File: src/rtl/hazard_pkg.sv
// Shared definitions for the pipeline hazard/stall controller.
//   state_e   : controller FSM states
//   RegAddrW  : default register index width
//   RemainW   : width of the remaining-stall-cycles counter
//   RegX0     : index of the hard-wired zero register
package hazard_pkg;

  typedef enum logic [0:0] {
    StIdle,
    StStall
  } state_e;

  localparam int unsigned RegAddrW = 5;
  localparam int unsigned RemainW  = 4;

  localparam logic [RegAddrW-1:0] RegX0 = '0;

endpackage

File: src/rtl/hazard_stall_controller_if.sv
// Bundle between the decode/EX/memory stages and the hazard controller.
//   Inputs to the controller : load-in-EX info, decode operands and use flags,
//                              taken branch, data-memory busy, counter clear.
//   Outputs of the controller: pipeline register write enables, bubble select,
//                              IF/ID flush, stall and flush performance counters.
// master = the pipeline side driving hazard info, slave = the controller.
interface hazard_stall_controller_if #(
  parameter int unsigned REG_ADDR_W = 5,
  parameter int unsigned CNT_W      = 32
);

  logic                  id_ex_mem_read;
  logic [REG_ADDR_W-1:0] id_ex_rd;
  logic [REG_ADDR_W-1:0] if_id_rs1;
  logic [REG_ADDR_W-1:0] if_id_rs2;
  logic                  if_id_rs1_used;
  logic                  if_id_rs2_used;
  logic                  ex_branch_taken;
  logic                  dmem_busy;
  logic                  perf_clear;

  logic                  pc_write;
  logic                  if_id_write;
  logic                  id_ex_write;
  logic                  mux_control;
  logic                  if_id_flush;
  logic [CNT_W-1:0]      stall_count;
  logic [CNT_W-1:0]      flush_count;

  modport master (
    output id_ex_mem_read, id_ex_rd, if_id_rs1, if_id_rs2, if_id_rs1_used, if_id_rs2_used,
           ex_branch_taken, dmem_busy, perf_clear,
    input  pc_write, if_id_write, id_ex_write, mux_control, if_id_flush, stall_count,
           flush_count
  );

  modport slave (
    input  id_ex_mem_read, id_ex_rd, if_id_rs1, if_id_rs2, if_id_rs1_used, if_id_rs2_used,
           ex_branch_taken, dmem_busy, perf_clear,
    output pc_write, if_id_write, id_ex_write, mux_control, if_id_flush, stall_count,
           flush_count
  );

endinterface

File: src/rtl/sat_counter.sv
// Saturating up-counter with synchronous clear.
//   clk, rst_n : clock, synchronous active-low reset (clears to zero)
//   inc        : count up by one this cycle (ignored once all-ones)
//   clr        : clear to zero at the next edge; wins over inc
//   value      : current count
module sat_counter #(
  parameter int unsigned W = 32
) (
  input  logic         clk,
  input  logic         rst_n,
  input  logic         inc,
  input  logic         clr,
  output logic [W-1:0] value
);

  logic [W-1:0] value_q, value_d;

  always_comb begin
    value_d = value_q;
    if (clr) begin
      value_d = '0;
    end else if (inc && (value_q != '1)) begin
      value_d = value_q + W'(1);
    end
  end

  always_ff @(posedge clk) begin
    if (!rst_n) begin
      value_q <= '0;
    end else begin
      value_q <= value_d;
    end
  end

  assign value = value_q;

endmodule

File: src/rtl/hazard_stall_controller.sv
// Pipeline hazard/stall controller for the 5-stage core.
//   clk, rst_n : clock, synchronous active-low reset
//   bus        : slave side of hazard_stall_controller_if (hazard inputs,
//                write enables, bubble/flush controls, perf counters)
// Priority of actions each cycle: reset > dmem freeze > branch flush >
// load-use stall > normal flow. Outputs are Mealy (zero-cycle response).
module hazard_stall_controller
  import hazard_pkg::*;
#(
  parameter int unsigned REG_ADDR_W        = RegAddrW,
  parameter int unsigned LOAD_STALL_CYCLES = 1,
  parameter int unsigned CNT_W             = 32
) (
  input  logic                      clk,
  input  logic                      rst_n,
  hazard_stall_controller_if.slave  bus
);

  localparam logic [RemainW-1:0] RemainInit = RemainW'(LOAD_STALL_CYCLES - 1);

  state_e               state_q, state_d;
  logic [RemainW-1:0]   remain_q, remain_d;
  logic                 hazard;
  logic                 stall_inc;
  logic                 flush_inc;
  logic                 cnt_clr;

  // Load in EX whose destination is read by the instruction in decode; x0 never hazards.
  assign hazard = bus.id_ex_mem_read
                & (bus.id_ex_rd != REG_ADDR_W'(RegX0))
                & ((bus.if_id_rs1_used & (bus.id_ex_rd == bus.if_id_rs1))
                 | (bus.if_id_rs2_used & (bus.id_ex_rd == bus.if_id_rs2)));

  always_comb begin
    state_d         = state_q;
    remain_d        = remain_q;
    stall_inc       = 1'b0;
    flush_inc       = 1'b0;
    bus.pc_write    = 1'b1;
    bus.if_id_write = 1'b1;
    bus.id_ex_write = 1'b1;
    bus.mux_control = 1'b0;
    bus.if_id_flush = 1'b0;

    if (!rst_n) begin
      // Fill the pipeline with bubbles while in reset.
      bus.pc_write    = 1'b0;
      bus.if_id_write = 1'b0;
      bus.id_ex_write = 1'b1;
      bus.mux_control = 1'b1;
      bus.if_id_flush = 1'b1;
    end else if (bus.dmem_busy) begin
      // Freeze: EX keeps presenting a pending branch, so the flush is taken afterwards.
      bus.pc_write    = 1'b0;
      bus.if_id_write = 1'b0;
      bus.id_ex_write = 1'b0;
    end else if (bus.ex_branch_taken) begin
      bus.mux_control = 1'b1;
      bus.if_id_flush = 1'b1;
      state_d         = StIdle;
      remain_d        = '0;
      flush_inc       = 1'b1;
    end else if ((state_q == StStall) || hazard) begin
      bus.pc_write    = 1'b0;
      bus.if_id_write = 1'b0;
      bus.mux_control = 1'b1;
      stall_inc       = 1'b1;
      if (state_q == StIdle) begin
        if (LOAD_STALL_CYCLES > 1) begin
          state_d  = StStall;
          remain_d = RemainInit;
        end
      end else if (remain_q <= RemainW'(1)) begin
        state_d  = StIdle;
        remain_d = '0;
      end else begin
        remain_d = remain_q - RemainW'(1);
      end
    end
  end

  always_ff @(posedge clk) begin
    if (!rst_n) begin
      state_q  <= StIdle;
      remain_q <= '0;
    end else begin
      state_q  <= state_d;
      remain_q <= remain_d;
    end
  end

  assign cnt_clr = bus.perf_clear;

  sat_counter #(
    .W (CNT_W)
  ) u_stall_cnt (
    .clk   (clk),
    .rst_n (rst_n),
    .inc   (stall_inc),
    .clr   (cnt_clr),
    .value (bus.stall_count)
  );

  sat_counter #(
    .W (CNT_W)
  ) u_flush_cnt (
    .clk   (clk),
    .rst_n (rst_n),
    .inc   (flush_inc),
    .clr   (cnt_clr),
    .value (bus.flush_count)
  );

endmodule

File: src/flat_wrapper.sv
// flat-port wrapper written by rule: the top's interface ports become plain ports
module hazard_stall_controller_flat import hazard_pkg::*;
#(
  parameter int unsigned REG_ADDR_W        = RegAddrW,
  parameter int unsigned LOAD_STALL_CYCLES = 1,
  parameter int unsigned CNT_W             = 32
)
  (clk, rst_n, bus_id_ex_mem_read, bus_id_ex_rd, bus_if_id_rs1, bus_if_id_rs2, bus_if_id_rs1_used, bus_if_id_rs2_used, bus_ex_branch_taken, bus_dmem_busy, bus_perf_clear, bus_pc_write, bus_if_id_write, bus_id_ex_write, bus_mux_control, bus_if_id_flush, bus_stall_count, bus_flush_count);
  hazard_stall_controller_if #(.REG_ADDR_W(REG_ADDR_W), .CNT_W(CNT_W)) bus_i ();
  input  logic clk;
  input  logic rst_n;
  input wire logic [$bits(bus_i.id_ex_mem_read)-1:0] bus_id_ex_mem_read;
  input wire logic [$bits(bus_i.id_ex_rd)-1:0] bus_id_ex_rd;
  input wire logic [$bits(bus_i.if_id_rs1)-1:0] bus_if_id_rs1;
  input wire logic [$bits(bus_i.if_id_rs2)-1:0] bus_if_id_rs2;
  input wire logic [$bits(bus_i.if_id_rs1_used)-1:0] bus_if_id_rs1_used;
  input wire logic [$bits(bus_i.if_id_rs2_used)-1:0] bus_if_id_rs2_used;
  input wire logic [$bits(bus_i.ex_branch_taken)-1:0] bus_ex_branch_taken;
  input wire logic [$bits(bus_i.dmem_busy)-1:0] bus_dmem_busy;
  input wire logic [$bits(bus_i.perf_clear)-1:0] bus_perf_clear;
  output wire logic [$bits(bus_i.pc_write)-1:0] bus_pc_write;
  output wire logic [$bits(bus_i.if_id_write)-1:0] bus_if_id_write;
  output wire logic [$bits(bus_i.id_ex_write)-1:0] bus_id_ex_write;
  output wire logic [$bits(bus_i.mux_control)-1:0] bus_mux_control;
  output wire logic [$bits(bus_i.if_id_flush)-1:0] bus_if_id_flush;
  output wire logic [$bits(bus_i.stall_count)-1:0] bus_stall_count;
  output wire logic [$bits(bus_i.flush_count)-1:0] bus_flush_count;
  assign bus_i.id_ex_mem_read = bus_id_ex_mem_read;
  assign bus_i.id_ex_rd = bus_id_ex_rd;
  assign bus_i.if_id_rs1 = bus_if_id_rs1;
  assign bus_i.if_id_rs2 = bus_if_id_rs2;
  assign bus_i.if_id_rs1_used = bus_if_id_rs1_used;
  assign bus_i.if_id_rs2_used = bus_if_id_rs2_used;
  assign bus_i.ex_branch_taken = bus_ex_branch_taken;
  assign bus_i.dmem_busy = bus_dmem_busy;
  assign bus_i.perf_clear = bus_perf_clear;
  assign bus_pc_write = bus_i.pc_write;
  assign bus_if_id_write = bus_i.if_id_write;
  assign bus_id_ex_write = bus_i.id_ex_write;
  assign bus_mux_control = bus_i.mux_control;
  assign bus_if_id_flush = bus_i.if_id_flush;
  assign bus_stall_count = bus_i.stall_count;
  assign bus_flush_count = bus_i.flush_count;
  hazard_stall_controller #(.REG_ADDR_W(REG_ADDR_W), .LOAD_STALL_CYCLES(LOAD_STALL_CYCLES), .CNT_W(CNT_W)) u_core (.clk(clk), .rst_n(rst_n), .bus(bus_i));
endmodule
File: config.mk
export PLATFORM = sky130hd
export DESIGN_NAME = hazard_stall_controller_flat
export DESIGN_NICKNAME = d
export VERILOG_FILES = /design/src/rtl/hazard_pkg.sv /design/src/rtl/hazard_stall_controller_if.sv /design/src/rtl/sat_counter.sv /design/src/rtl/hazard_stall_controller.sv /design/src/flat_wrapper.sv
export SDC_FILE = /design/constraint.sdc
export NUM_CORES = 1
export LEC_CHECK = 0
export CAP_MARGIN = 5
export CORE_ASPECT_RATIO = 1.25
export CORE_MARGIN = 2
export CORE_UTILIZATION = 45
export CTS_CLUSTER_DIAMETER = 40
export CTS_CLUSTER_SIZE = 40
export DETAILED_ROUTE_END_ITERATION = 16
export PLACE_DENSITY = 0.74
export SYNTH_ARGS = -nofsm -noshare
export SYNTH_HDL_FRONTEND = slang
export SYNTH_SLANG_ARGS = --single-unit
File: constraint.sdc
create_clock -name clk -period 2.52 [get_ports clk]
set_input_delay 0.504 -clock clk [delete_from_list [all_inputs] [get_ports clk]]
set_output_delay 0.504 -clock clk [all_outputs]
set_load 0.01 [all_outputs]
==> flow_summary.ini, run 1 <==
[outcome]
status = completed

[synthesis]
netlist_instances = 437
syn_area_per_cell_um2 = 8.43
synth_mux_area_share_pct = 0
synth_common_cells = dfxtp_1 (69), nor2_1 (41), nand2_1 (32)
ys_top_cells_by_area = dfxtp_1 (38%), xnor2_1 (4.5%), nor2_1 (4.2%)
yosysMostFrequentCell = dfxtp_1
yosys.area_share.simple_pct = 34.1
synthAdderAreaFrac_pct = 1.36
synth_nets = 464
synth_top_family_by_area = simple AND/OR/NAND/NOR gates
synthXorXnorAreaFrac_pct = 8.56
synth-edff-count = 0
seq_area_frac_synth_pct = 37.5
synth_compound_area_share_pct = 14.5
synthFlopType = dfxtp_1
yosys.area.top_type_share_pct = 37.5
synthArstFlopShare_pct = 0
yosysWarnings = 0
synth-seq-cells = 69
netlist_area_um2 = 3680
yosysTopAreaCell = dfxtp_1
ys_types = 52

[global_route]
grt_pass1_wl_um = 16000
grt_pass1_vias = 3552
overflow = 0
grt_usage_pct = 21.6
grt_antenna_before_repair = 0
grt_max_degree = 45

[worst_setup_path]
cp-end-kind = primary output
cp-startpoint = bus_id_ex_rd[4]
critical_path_class = in2out
cp.arrival_ns = 1.95
regToRegEndpoint = u_core.u_stall_cnt.value[31]$_SDFFE_PP0P_
cp_max_fo = 2
r2r_slack_ns = 0.36
r2r_start = u_core.u_stall_cnt.value[11]$_SDFFE_PP0P_
start_kind = primary input
cp.required_ns = 2.02
r2r_cells = 6

[min_path]
hp-class = reg2reg
worstHoldStart = u_core.u_stall_cnt.value[28]$_SDFFE_PP0P_
hold-path-endpoint = u_core.u_stall_cnt.value[28]$_SDFFE_PP0P_
hold_depth = 2

[drt]
drt_wl_total_um = 9520
ant_nets = 0
dr.pass1.iters = 4
avgViaCountPerCell = 5.63
num_vias = 3659
avgRoutedWirePerCell_um = 14.6
drc = 0
drt-initial-drc-count = 104

[die]
fp.dieW_um = 84.9
rows = 36
initial_core_util_pct = 46.7
coreArea_um2 = 7880
fp.dieArea_um2 = 8930
die_h_um = 105
ioPinCount = 92

[clock_tree]
cts_tree = yes
htreeDepth = 3
insertion_delay_ns = 0.35
clkSinkCount = 69
path_clk_slew_ns = 0.08
hold_buffers = 0
cts_made_buffers = 9
ctsRootBufferMaster = clkbuf_8
cts_buffer_depth = 2

[sta]
setup_viol = 0
post-route-period-util_pct = 97.4
fin_hold_ws_ns = 0.503
rsz0062_at_grt = yes
hold_viol_final = 0
min_period_ns = 2.45
slew_viol_final = 0
max_freq_mhz = 407
tightest_slew_ns = 0.499
relSlewSlack_pct = 66.5
skew_ns = 0.0109

[power]
power.density_nw_per_um2 = 444
ir_worst_vdd_mv = 0.356
power.leakage_nw = 1.78

[final_layout]
multi_input_area_um2 = 2180
drive_gt1_share_pct = 13.7
nets = 577
final_cell_area_um2 = 5060
nFillCells = 666
seq_area_um2 = 1380
syn2layout_area_growth_pct = 37.5
diodes = 0

[place]
port_buffers = 91
hpwl_um = 6940
finalWeightedCongestion = 0.832
place_area_um2 = 4830

[flow_run]
drv_cap = 0
## per-layer routing
metal,GRT usage (%),share of wire [%],wire (µm),vias to the layer above
met4,11.0,2.7,255,0
met2,38.1,51,4860,92
met3,4.34,4.7,448,21
met1,24.2,41,3950,1720
li1,-,-,-,1826
met5,0,0,0,-
## layout make-up
cell class	instances	share of cell area (%)
Inverter	5	0.371
Tap cell	95	2.35
Timing Repair Buffer	122	22.5
Clock inverter	6	1.71
Clock buffer	10	2.72
Sequential cell	69	27.3
Multi-Input combinational cell	343	43.1
## worst max-delay path, cell delays in order
cell and delay (ns):
dlygate4sd2_1 0.24, or4_1 0.52, o21a_1 0.22, a21oi_2 0.13, nor2_1 0.06, nor2_2 0.12
buf_2 0.15
## cells by family after synthesis
| kind of cell | Yosys count |
|---|---|
| AO/OA/AOI/OAI | 87 |
| XOR/XNOR | 36 |
| adder cells (fa/ha/maj) | 4 |
| buffers and inverters | 25 |
| flip-flops | 69 |
| AND/OR/NAND/NOR | 216 |
## what timing repair did
item,in CTS,in global routing
buffers inserted,0,1
setup endpoints to repair,3,4
pin swaps,5,3
resized for setup,18,4
## through the flow
stage | worst slack [ns] | std cells | TNS, ns | power (mW) | utilization, %
2_1_floorplan | 0.248 | 437 | 0 | 1.17 | -
3_3_place_gp | -0.576 | 633 | -2.60 | 1.25 | 61.3
3_5_place_dp | -0.601 | 633 | -3.89 | 1.25 | 61.3
4_1_cts | 0.0168 | 649 | 0 | 2.26 | 64.0
5_1_grt | -0.00116 | 650 | -0.00198 | 2.31 | 64.2
6_report | 0.0650 | 650 | 0 | 2.25 | 64.2
## sequential cells by signal, indices dropped and copies added, names as in the netlist
name                      flops
u_core.state_q                1
u_core.remain_q               4
u_core.u_flush_cnt.value     32
u_core.u_stall_cnt.value     32
## where the power goes
group / internal, mW / switching, mW
clock: 0.582 / 0.440
sequential: 1.09 / 0.000662
combinational: 0.0732 / 0.0607
## cells in the final DEF (no fill, tap or decap), types with 4 or more instances in the layout
| cell | netlist | final |
|---|---|---|
| clkdlybuf4s50_1 | 0 | 83 |
| dfxtp_1 | 69 | 69 |
| nor2_1 | 41 | 40 |
| nand2_1 | 32 | 32 |
| nand3_1 | 30 | 30 |
| buf_4 | 1 | 30 |
| o21ai_0 | 27 | 26 |
| a21oi_1 | 26 | 25 |
| or3_1 | 24 | 24 |
| nand4_1 | 20 | 20 |
| xnor2_1 | 19 | 18 |
| xor2_1 | 17 | 17 |
| and3_1 | 13 | 13 |
| or4_1 | 11 | 11 |
| clkbuf_8 | 0 | 10 |
| nor3_1 | 7 | 7 |
| and4_1 | 6 | 6 |
| o211ai_1 | 6 | 6 |
| inv_1 | 5 | 5 |
| o21ai_1 | 4 | 5 |
| a21oi_2 | 4 | 5 |
| and2_1 | 4 | 4 |
| nor3b_1 | 4 | 4 |
| ha_1 | 4 | 4 |
| dlygate4sd2_1 | 0 | 4 |
## worst max-delay path by stage
stage                     depth (start not counted)  slack [ns]              end
after floorplan                                   6        0.25     bus_pc_write
after global placement                            7       -0.58     bus_pc_write
after detailed placement                          7       -0.60  bus_if_id_write
after CTS                                         8        0.02  bus_mux_control
after global routing                              7      -0.001  bus_if_id_write
final                                             7        0.07  bus_if_id_write
Power figures use the tool's default switching activity.
==> inputs of run 2 (changes only) <==
- SLEW_MARGIN: unset -> 0
==> results of run 2 <==
Final layout, timing and power as in run 1 (identical DEF).
